### src/rtl/boot_loader_ctrl.sv
// ---------------------------------------------------------------------------
// boot_loader_ctrl
//
// Purpose:
//   Boots the CPU over UART. The first four received bytes form a
//   little-endian word count N. The next 4*N bytes are packed little-endian
//   into 32-bit words and written to instruction memory at addresses 0..N-1.
//   After the last write the CPU is released (cpu_run). From then on every
//   received byte is forwarded to the CPU through a one-entry buffer.
//   A framing error during header/load, or a header with
//   N > 2**ADDR_W, parks the block in an error state until reset.
//
// Ports:
//   clk           system clock
//   rstn          asynchronous active-low reset
//   rx_data       byte from uart_rx, valid when rx_ready
//   rx_ready      1-cycle pulse: rx_data valid (may pulse every cycle)
//   rx_ferr       framing error, qualified by rx_ready
//   imem_we       imem write strobe, 1 cycle
//   imem_addr     imem word address (holds last written value)
//   imem_wdata    imem write data (holds last written value)
//   cpu_run       CPU may fetch/execute; sticky until reset
//   load_err      sticky: boot failed
//   words_loaded  number of words written so far (saturates at N)
//   in_data       run-mode byte to CPU
//   in_valid      in_data holds an unconsumed byte
//   in_ready      CPU consumes in_data when in_valid & in_ready
//   overrun       sticky: run-mode byte dropped because the buffer was full
// ---------------------------------------------------------------------------
module boot_loader_ctrl #(
   parameter int ADDR_W = 14
) (
   input  logic              clk,
   input  logic              rstn,
   input  logic [7:0]        rx_data,
   input  logic              rx_ready,
   input  logic              rx_ferr,
   output logic              imem_we,
   output logic [ADDR_W-1:0] imem_addr,
   output logic [31:0]       imem_wdata,
   output logic              cpu_run,
   output logic              load_err,
   output logic [ADDR_W:0]   words_loaded,
   output logic [7:0]        in_data,
   output logic              in_valid,
   input  logic              in_ready,
   output logic              overrun
);

   localparam logic [1:0] ST_HDR  = 2'd0;
   localparam logic [1:0] ST_LOAD = 2'd1;
   localparam logic [1:0] ST_RUN  = 2'd2;
   localparam logic [1:0] ST_ERR  = 2'd3;

   // Largest legal program size, one bit wider than the header so the
   // comparison cannot wrap.
   localparam logic [32:0]     MAX_WORDS = 33'd1 << ADDR_W;
   localparam logic [ADDR_W:0] ONE_WORD  = (ADDR_W+1)'(1);

   logic [1:0]      state;
   logic [1:0]      byte_idx;
   logic [23:0]     shift_reg;   // the three most recent bytes of the word
   logic [ADDR_W:0] n_words;

   logic [31:0] assembled;
   logic        byte_ok;
   logic        byte_bad;
   logic        load_done;
   logic        run_mode;
   logic        pop;

   // Newest byte lands on top, so after four bytes the first byte sits in
   // bits [7:0]: little-endian assembly without a byte-index mux.
   assign assembled = {rx_data, shift_reg};
   assign byte_ok   = rx_ready & ~rx_ferr;
   assign byte_bad  = rx_ready &  rx_ferr;
   assign load_done = (state == ST_LOAD) && (words_loaded == n_words);
   // The cycle that finishes loading already belongs to run mode, so a byte
   // arriving back-to-back with the last program byte reaches the buffer.
   assign run_mode  = (state == ST_RUN) || load_done;
   assign pop       = in_valid & in_ready;

   // ---------------------------------------------------------------------
   // Header / load sequencer
   // ---------------------------------------------------------------------
   always_ff @(posedge clk or negedge rstn) begin
      if (!rstn) begin
         state        <= ST_HDR;
         byte_idx     <= 2'd0;
         shift_reg    <= 24'd0;
         n_words      <= '0;
         imem_we      <= 1'b0;
         imem_addr    <= '0;
         imem_wdata   <= 32'd0;
         cpu_run      <= 1'b0;
         load_err     <= 1'b0;
         words_loaded <= '0;
      end else begin
         // NOTE: non-blocking assignments throughout sequential logic; the
         // default-low strobe below is overridden later in the same block to
         // form a single-cycle pulse without extra state.
         imem_we <= 1'b0;
         case (state)
            ST_HDR: begin
               if (byte_bad) begin
                  state    <= ST_ERR;
                  load_err <= 1'b1;
               end else if (byte_ok) begin
                  shift_reg <= assembled[31:8];
                  byte_idx  <= byte_idx + 2'd1;
                  if (byte_idx == 2'd3) begin
                     if (assembled == 32'd0) begin
                        state   <= ST_RUN;
                        cpu_run <= 1'b1;
                     end else if ({1'b0, assembled} > MAX_WORDS) begin
                        state    <= ST_ERR;
                        load_err <= 1'b1;
                     end else begin
                        n_words <= assembled[ADDR_W:0];
                        state   <= ST_LOAD;
                     end
                  end
               end
            end
            ST_LOAD: begin
               if (load_done) begin
                  state   <= ST_RUN;
                  cpu_run <= 1'b1;
               end else if (byte_bad) begin
                  // Partial word is simply abandoned; nothing is written.
                  state    <= ST_ERR;
                  load_err <= 1'b1;
               end else if (byte_ok) begin
                  shift_reg <= assembled[31:8];
                  byte_idx  <= byte_idx + 2'd1;
                  if (byte_idx == 2'd3) begin
                     imem_we      <= 1'b1;
                     imem_addr    <= words_loaded[ADDR_W-1:0];
                     imem_wdata   <= assembled;
                     words_loaded <= words_loaded + ONE_WORD;
                  end
               end
            end
            default: begin
               // ST_RUN and ST_ERR are terminal until reset.
            end
         endcase
      end
   end

   // ---------------------------------------------------------------------
   // Run-mode one-entry byte buffer
   // ---------------------------------------------------------------------
   always_ff @(posedge clk or negedge rstn) begin
      if (!rstn) begin
         in_data  <= 8'd0;
         in_valid <= 1'b0;
         overrun  <= 1'b0;
      end else if (run_mode) begin
         if (byte_ok) begin
            // A byte may replace one that the CPU is taking this cycle.
            if (!in_valid || pop) begin
               in_data  <= rx_data;
               in_valid <= 1'b1;
            end else begin
               overrun <= 1'b1;
            end
         end else if (pop) begin
            in_valid <= 1'b0;
         end
      end
   end

endmodule

### config.mk
export PLATFORM = sky130hd
export DESIGN_NAME = boot_loader_ctrl
export DESIGN_NICKNAME = d
export VERILOG_FILES = /design/src/rtl/boot_loader_ctrl.sv
export SDC_FILE = /design/constraint.sdc
export NUM_CORES = 1
export LEC_CHECK = 0
export BUFFER_PORTS_ARGS = -buffer_cell sky130_fd_sc_hd__buf_4
export CORE_ASPECT_RATIO = 1.75
export CORE_MARGIN = 3
export CORE_UTILIZATION = 55
export CTS_CLUSTER_SIZE = 40
export DETAILED_ROUTE_END_ITERATION = 8
export HOLD_SLACK_MARGIN = 0.06
export PLACE_DENSITY = 0.86
export REMOVE_ABC_BUFFERS = 1
export SETUP_SLACK_MARGIN = 0.02
export SLEW_MARGIN = 20
export SYNTH_ARGS = -nofsm -noshare
export SYNTH_HDL_FRONTEND = slang
export SYNTH_SLANG_ARGS = --single-unit
### constraint.sdc
create_clock -name clk -period 3.2 [get_ports clk]
set_input_delay 0.48 -clock clk [delete_from_list [all_inputs] [get_ports clk]]
set_output_delay 0.48 -clock clk [all_outputs]
set_load 0.05 [all_outputs]
# == Word-level counts from Yosys, hierarchy flattened ==
# Cells that the tools add are included.
# totals
latch_bits,0
memories,0
input_bits,13
ram_bits,0
out_inout_bits,74
reg_bits,117
mem_bits_ro,0
# op_classes
div,0
n_mux,38
shifts,0
mul,0
n_bitwise,9
magnitude_cmp,1
n_eq_ne,17
n_addsub,2
reduce_logical,17
# op_table
operator,n
24-bit 2-to-1 mux,3
24-bit case mux with 2 select lines,1
32-bit by 15-bit greater-than comparator with 1-bit output (second input constant),1
32-bit logical NOT,1
1-bit 2-to-1 mux,20
2-bit 2-to-1 mux,10
15-bit by 1-bit adder with 15-bit output (second input constant),1
15-bit equality test,1
3-bit inequality test (second input constant),5
2-bit inequality test (second input constant),7
6-bit AND reduction,2
3-bit AND reduction,3
2-bit case mux with 2 select lines,2
7-bit AND reduction,1
1-bit inverter,6
5-bit AND reduction,1
2-bit equality test (second input constant),2
1-bit case mux with 2 select lines,2
4-bit AND reduction,1
2-bit nonzero test,2
1-bit bitwise AND,3
2-bit by 1-bit adder with 2-bit output (second input constant),1
2-bit by 1-bit equality test with 1-bit output (second input constant),1
2-bit logical NOT,1
5 further kinds,6

# == Logic depth before layout (Yosys ltp) ==
# depth
word_depth,7
mapped_depth,8
depth_no_buf,6

# == Worst setup path before layout ==
# OpenSTA, ideal clock, no wires.
# synth_path
path_type,reg2reg
start,register words_loaded[7]
end,register words_loaded[8]
stages_incl_launch_ff,9
n_path_buf,3
arrival_ps,2413
path_slack_ps,638
required_ps,3052
cell_sequence,dfrtp_1 clkbuf_1 xnor2_1 nand4_1 nor4_1 clkbuf_1 clkbuf_1 nor3_1 xor2_1
# synth_between
elab_chain_len,4
word_cells_on_any_way,5
cone_classes,add/sub (1); eq/ne (1); bitwise (1); reduce/logical (2)
# synth_lines
item,line_no,rtl
from (decl),43,"output logic [ADDR_W:0] words_loaded,"
from (signal assigned),140,words_loaded <= words_loaded + ONE_WORD;
branches (longest 4 deep; another with 15-bit by 1-bit adder with 15-bit output),--,
# Several ways; the timed one is not identified.
# A chain may end at the register's enable or synchronous reset.

# == Worst setup path after layout ==
# layout_path
start,register shift_reg[15]
end,register n_words[5]
# layout_between
elab_chain_len,3
word_cells_on_any_way,5
cone_classes,order compare (1); bitwise (2); reduce/logical (2)
# layout_lines
item,line_no,rtl
from (decl),62,logic [23:0] shift_reg;
from (signal assigned),109,shift_reg <= assembled[31:8];
from (signal assigned),134,shift_reg <= assembled[31:8];
32-bit by 15-bit greater-than comparator with 1-bit output / 32-bit logical NOT (equally long branches),"115, 112",
1-bit inverter (no line),--,
6-bit AND reduction (no line) *,--,
to (signal assigned),119,n_words <= assembled[ADDR_W:0];
to (decl),63,logic [ADDR_W:0] n_words;
# Mark *: on every way between the ends. The rest lies on a longest branch, timed or not.

==> flow_summary.toml <==
[cells_and_area]
areaGrowthSynthToFinish_pct = 27.6
largest_reg_flops = 32
n_antenna_cell = 0
drive_above_1_share = 0.488
finalNetCount = 460
fillerInstances = 561

[floorplanning]
row_count = 45
fp.coreArea_um2 = 8730
die_h_um = 132
die_x_um = 77.7
initial_core_util = 0.567
io_pins = 87
die_area_um2 = 10200

[clock_tree]
ctsHoldBuffers = 0
post_cts_buffers = 0
ctsLongestPathBuffers = 2
htree_levels = 4
cts-buffers-inserted = 17
cts_root_buf = "clkbuf_16"
clkTransAtPathRegs_ps = 50
clk_latency_ps = 410
clock-sinks = 117
postCtsResizedCells = 0
cts_tree = "yes"

[timing]
timing.final.crit_share = 0.873
timing.final.ws_setup_ps = 406
rsz0062_at_grt = "false"
finalCriticalPeriod_ps = 2790
slew_violations = 0
whs_ps = 147
clock_skew_ps = 9.24
max-slew-margin-rel = 0.467
tns_ps = 0
hold_viol_final = 0
max_freq_mhz = 358
final-setup-viol-count = 0
tightestPinTransition_ps = 799

[global_routing]
grt_first_pass_wirelength_um = 16800
grt_usage = 0.212
grt_overflow = 0
grt_max_degree = 62
antenna_found_initial = 0
grt_pass1_vias = 3431

[power]
internal_power_mw = 2.73
p_sw_frac = 0.195
leakagePower_nw = 3.28
power_density_nw_per_um2 = 537
clkPwrFrac = 0.543
combPwrFrac = 0.018
power.switching_mw = 0.661
vdd_drop_max_v = 0.000736
seqPwrFrac = 0.439
total_power_mw = 3.39

[placement]
dp_hpwl_um = 6960
numPortBuffers = 86
dp_slack_ps = 420
globalplace.congestion = 0.759

[synth]
ys_ff_latch = 117
syn-mean-instance-area_um2 = 14.1
synth-warning-count = 0
netlist_instances = 350
synth_area_um2 = 4950
synth_seq_area_share = 0.591
synth_cell_types = 43

[worst_setup_path]
critical_path_buf_inv_count = 0
crit_type = "register to register"
worstPathArrival_ps = 3080
path_cells = "or4_1, nor4_2, nand4b_1, or4b_1, mux2_4"
slowest_delay_ps = 870
ff2ff_path_depth = 5
r2r-start = "shift_reg[15]"
endpoint_kind = "register"
worstPathRequired_ps = 3480
reg2reg_slack_ps = 410
worst_path_max_delay_cell = "or4b_1"
worst-path-stages = 5
critPathLaunchType = "register"
worstPathMaxFanout = 15
rr_endpoint = "n_words[5]"
path_delay_family = "simple AND/OR/NAND/NOR gates"

[drt]
remaining_drc_errors = 0
postRouteAntennaNets = 0
avgRoutedWirePerCell_um = 17.4
first_iter_violations = 100
vias = 3230
routed_wl_um = 10000
drtPass1Iterations = 4
vias_per_cell = 5.63

[outcome]
status = "complete, no violations"

[worst_hold_path]
min_path_type = "input port to asynchronous set/reset pin"

[flow_run]
drv_cap = 0
## per-layer routing
metal | vias to the layer above | wire (um) | GRT usage
met5 | - | 0 | 0
met4 | 0 | 299 | 0.101
met3 | 26 | 574 | 0.0706
met2 | 109 | 5480 | 0.373
met1 | 1638 | 3650 | 0.222
li1 | 1457 | - | -
## through the flow
stage / utilization / instance area, um2 / cells
2_1_floorplan: - / 4860 / 334
3_3_place_gp: 0.657 / 5740 / 543
3_5_place_dp: 0.657 / 5740 / 543
4_1_cts: 0.724 / 6320 / 574
5_1_grt: 0.724 / 6320 / 574
6_report: 0.724 / 6320 / 574
## synth_stat cells
master     count  share of area
nor4_1        11          0.014
buf_1          1        0.00076
nand2_1        9         0.0068
and2_2         1         0.0015
dfrtp_1      117           0.59
nand3b_1       1         0.0015
and4b_2        1         0.0023
nor4b_1        1         0.0018
buf_6          1         0.0023
a31o_2         1         0.0018
inv_1          1        0.00076
buf_12         1         0.0040
o21bai_1       2         0.0030
xnor2_1       15          0.027
clkbuf_1       6         0.0045
and3b_1        1         0.0018
buf_2          6         0.0061
mux2_2        85           0.19
a31oi_1        2         0.0025
or4b_1         1         0.0020
mux2_4        10          0.030
o22ai_1        1         0.0013
o211ai_1       1         0.0015
nand2b_1       1         0.0013
o21ai_0        2         0.0020
a21oi_1        4         0.0040
mux2_1         1         0.0023
nand3_1       10          0.010
or4_1          2         0.0030
and3_1         2         0.0025
nor3_1         7         0.0071
nor4_2         1         0.0025
nor2_1        10         0.0076
nor3b_1        1         0.0015
a32oi_1        1         0.0018
o2bb2ai_1      1         0.0018
ha_1           2         0.0051
buf_4          1         0.0015
a211oi_1       1         0.0015
nand4_1        6         0.0076
nor2b_1        4         0.0051
nand4b_1       2         0.0035
xor2_1        15          0.027
## power by group through the flow
stage                     clock network, mW  registers, mW  logic, mW
after floorplan                           0           1.51     0.0116
after global placement                    0           1.52     0.0614
after detailed placement                  0           1.52     0.0631
after CTS                              1.88           1.49     0.0631
after global routing                   1.93           1.49     0.0694
final                                  1.84           1.49     0.0605
## cells by family (layout without fill, tap and decap cells)
| family | count (synthesis) | count (layout) | synth area share |
|---|---|---|---|
| DFF | 117 | 117 | 0.591 |
| muxes | 96 | 96 | 0.226 |
| and+or+nand+nor | 72 | 72 | 0.0834 |
| xor gates and xnor gates | 30 | 30 | 0.0531 |
| buffers and inverters | 17 | 124 | 0.0200 |
| AOI/OAI and AO/OA | 16 | 16 | 0.0212 |
| adders and majority gates | 2 | 2 | 0.00505 |
## how the worst max path moves through the flow
stage | slack [ps] | start | endpoint
finish | 410 | shift_reg[15] | n_words[5]
global route | 310 | shift_reg[15] | n_words[5]
CTS | 400 | shift_reg[15] | n_words[5]
detailed placement | 420 | rx_data[6] | n_words[10]
global placement | 490 | rx_data[6] | n_words[5]
floorplan | -1600 | words_loaded[7] | imem_wdata[4]
## placed cells by master, fill, tap and decap left out, types with 10 or more instances in the layout
cell type	Yosys	layout
xor2_1	15	15
mux2_4	10	10
xnor2_1	15	15
clkbuf_16	0	17
nor4_1	11	10
mux2_2	85	85
buf_4	1	90
dfrtp_1	117	117
nand3_1	10	10
## layout make-up
cell class	count	area, um2	share of cell area
Clock inverter	11	134	0.0212
Timing Repair Buffer	92	716	0.113
Tap cell	117	146	0.0232
Sequential cell	117	2930	0.464
Clock buffer	20	447	0.0707
Inverter	1	3.75	0.000594
Multi-Input combinational cell	216	1940	0.307
Power figures use the tool's default switching activity.
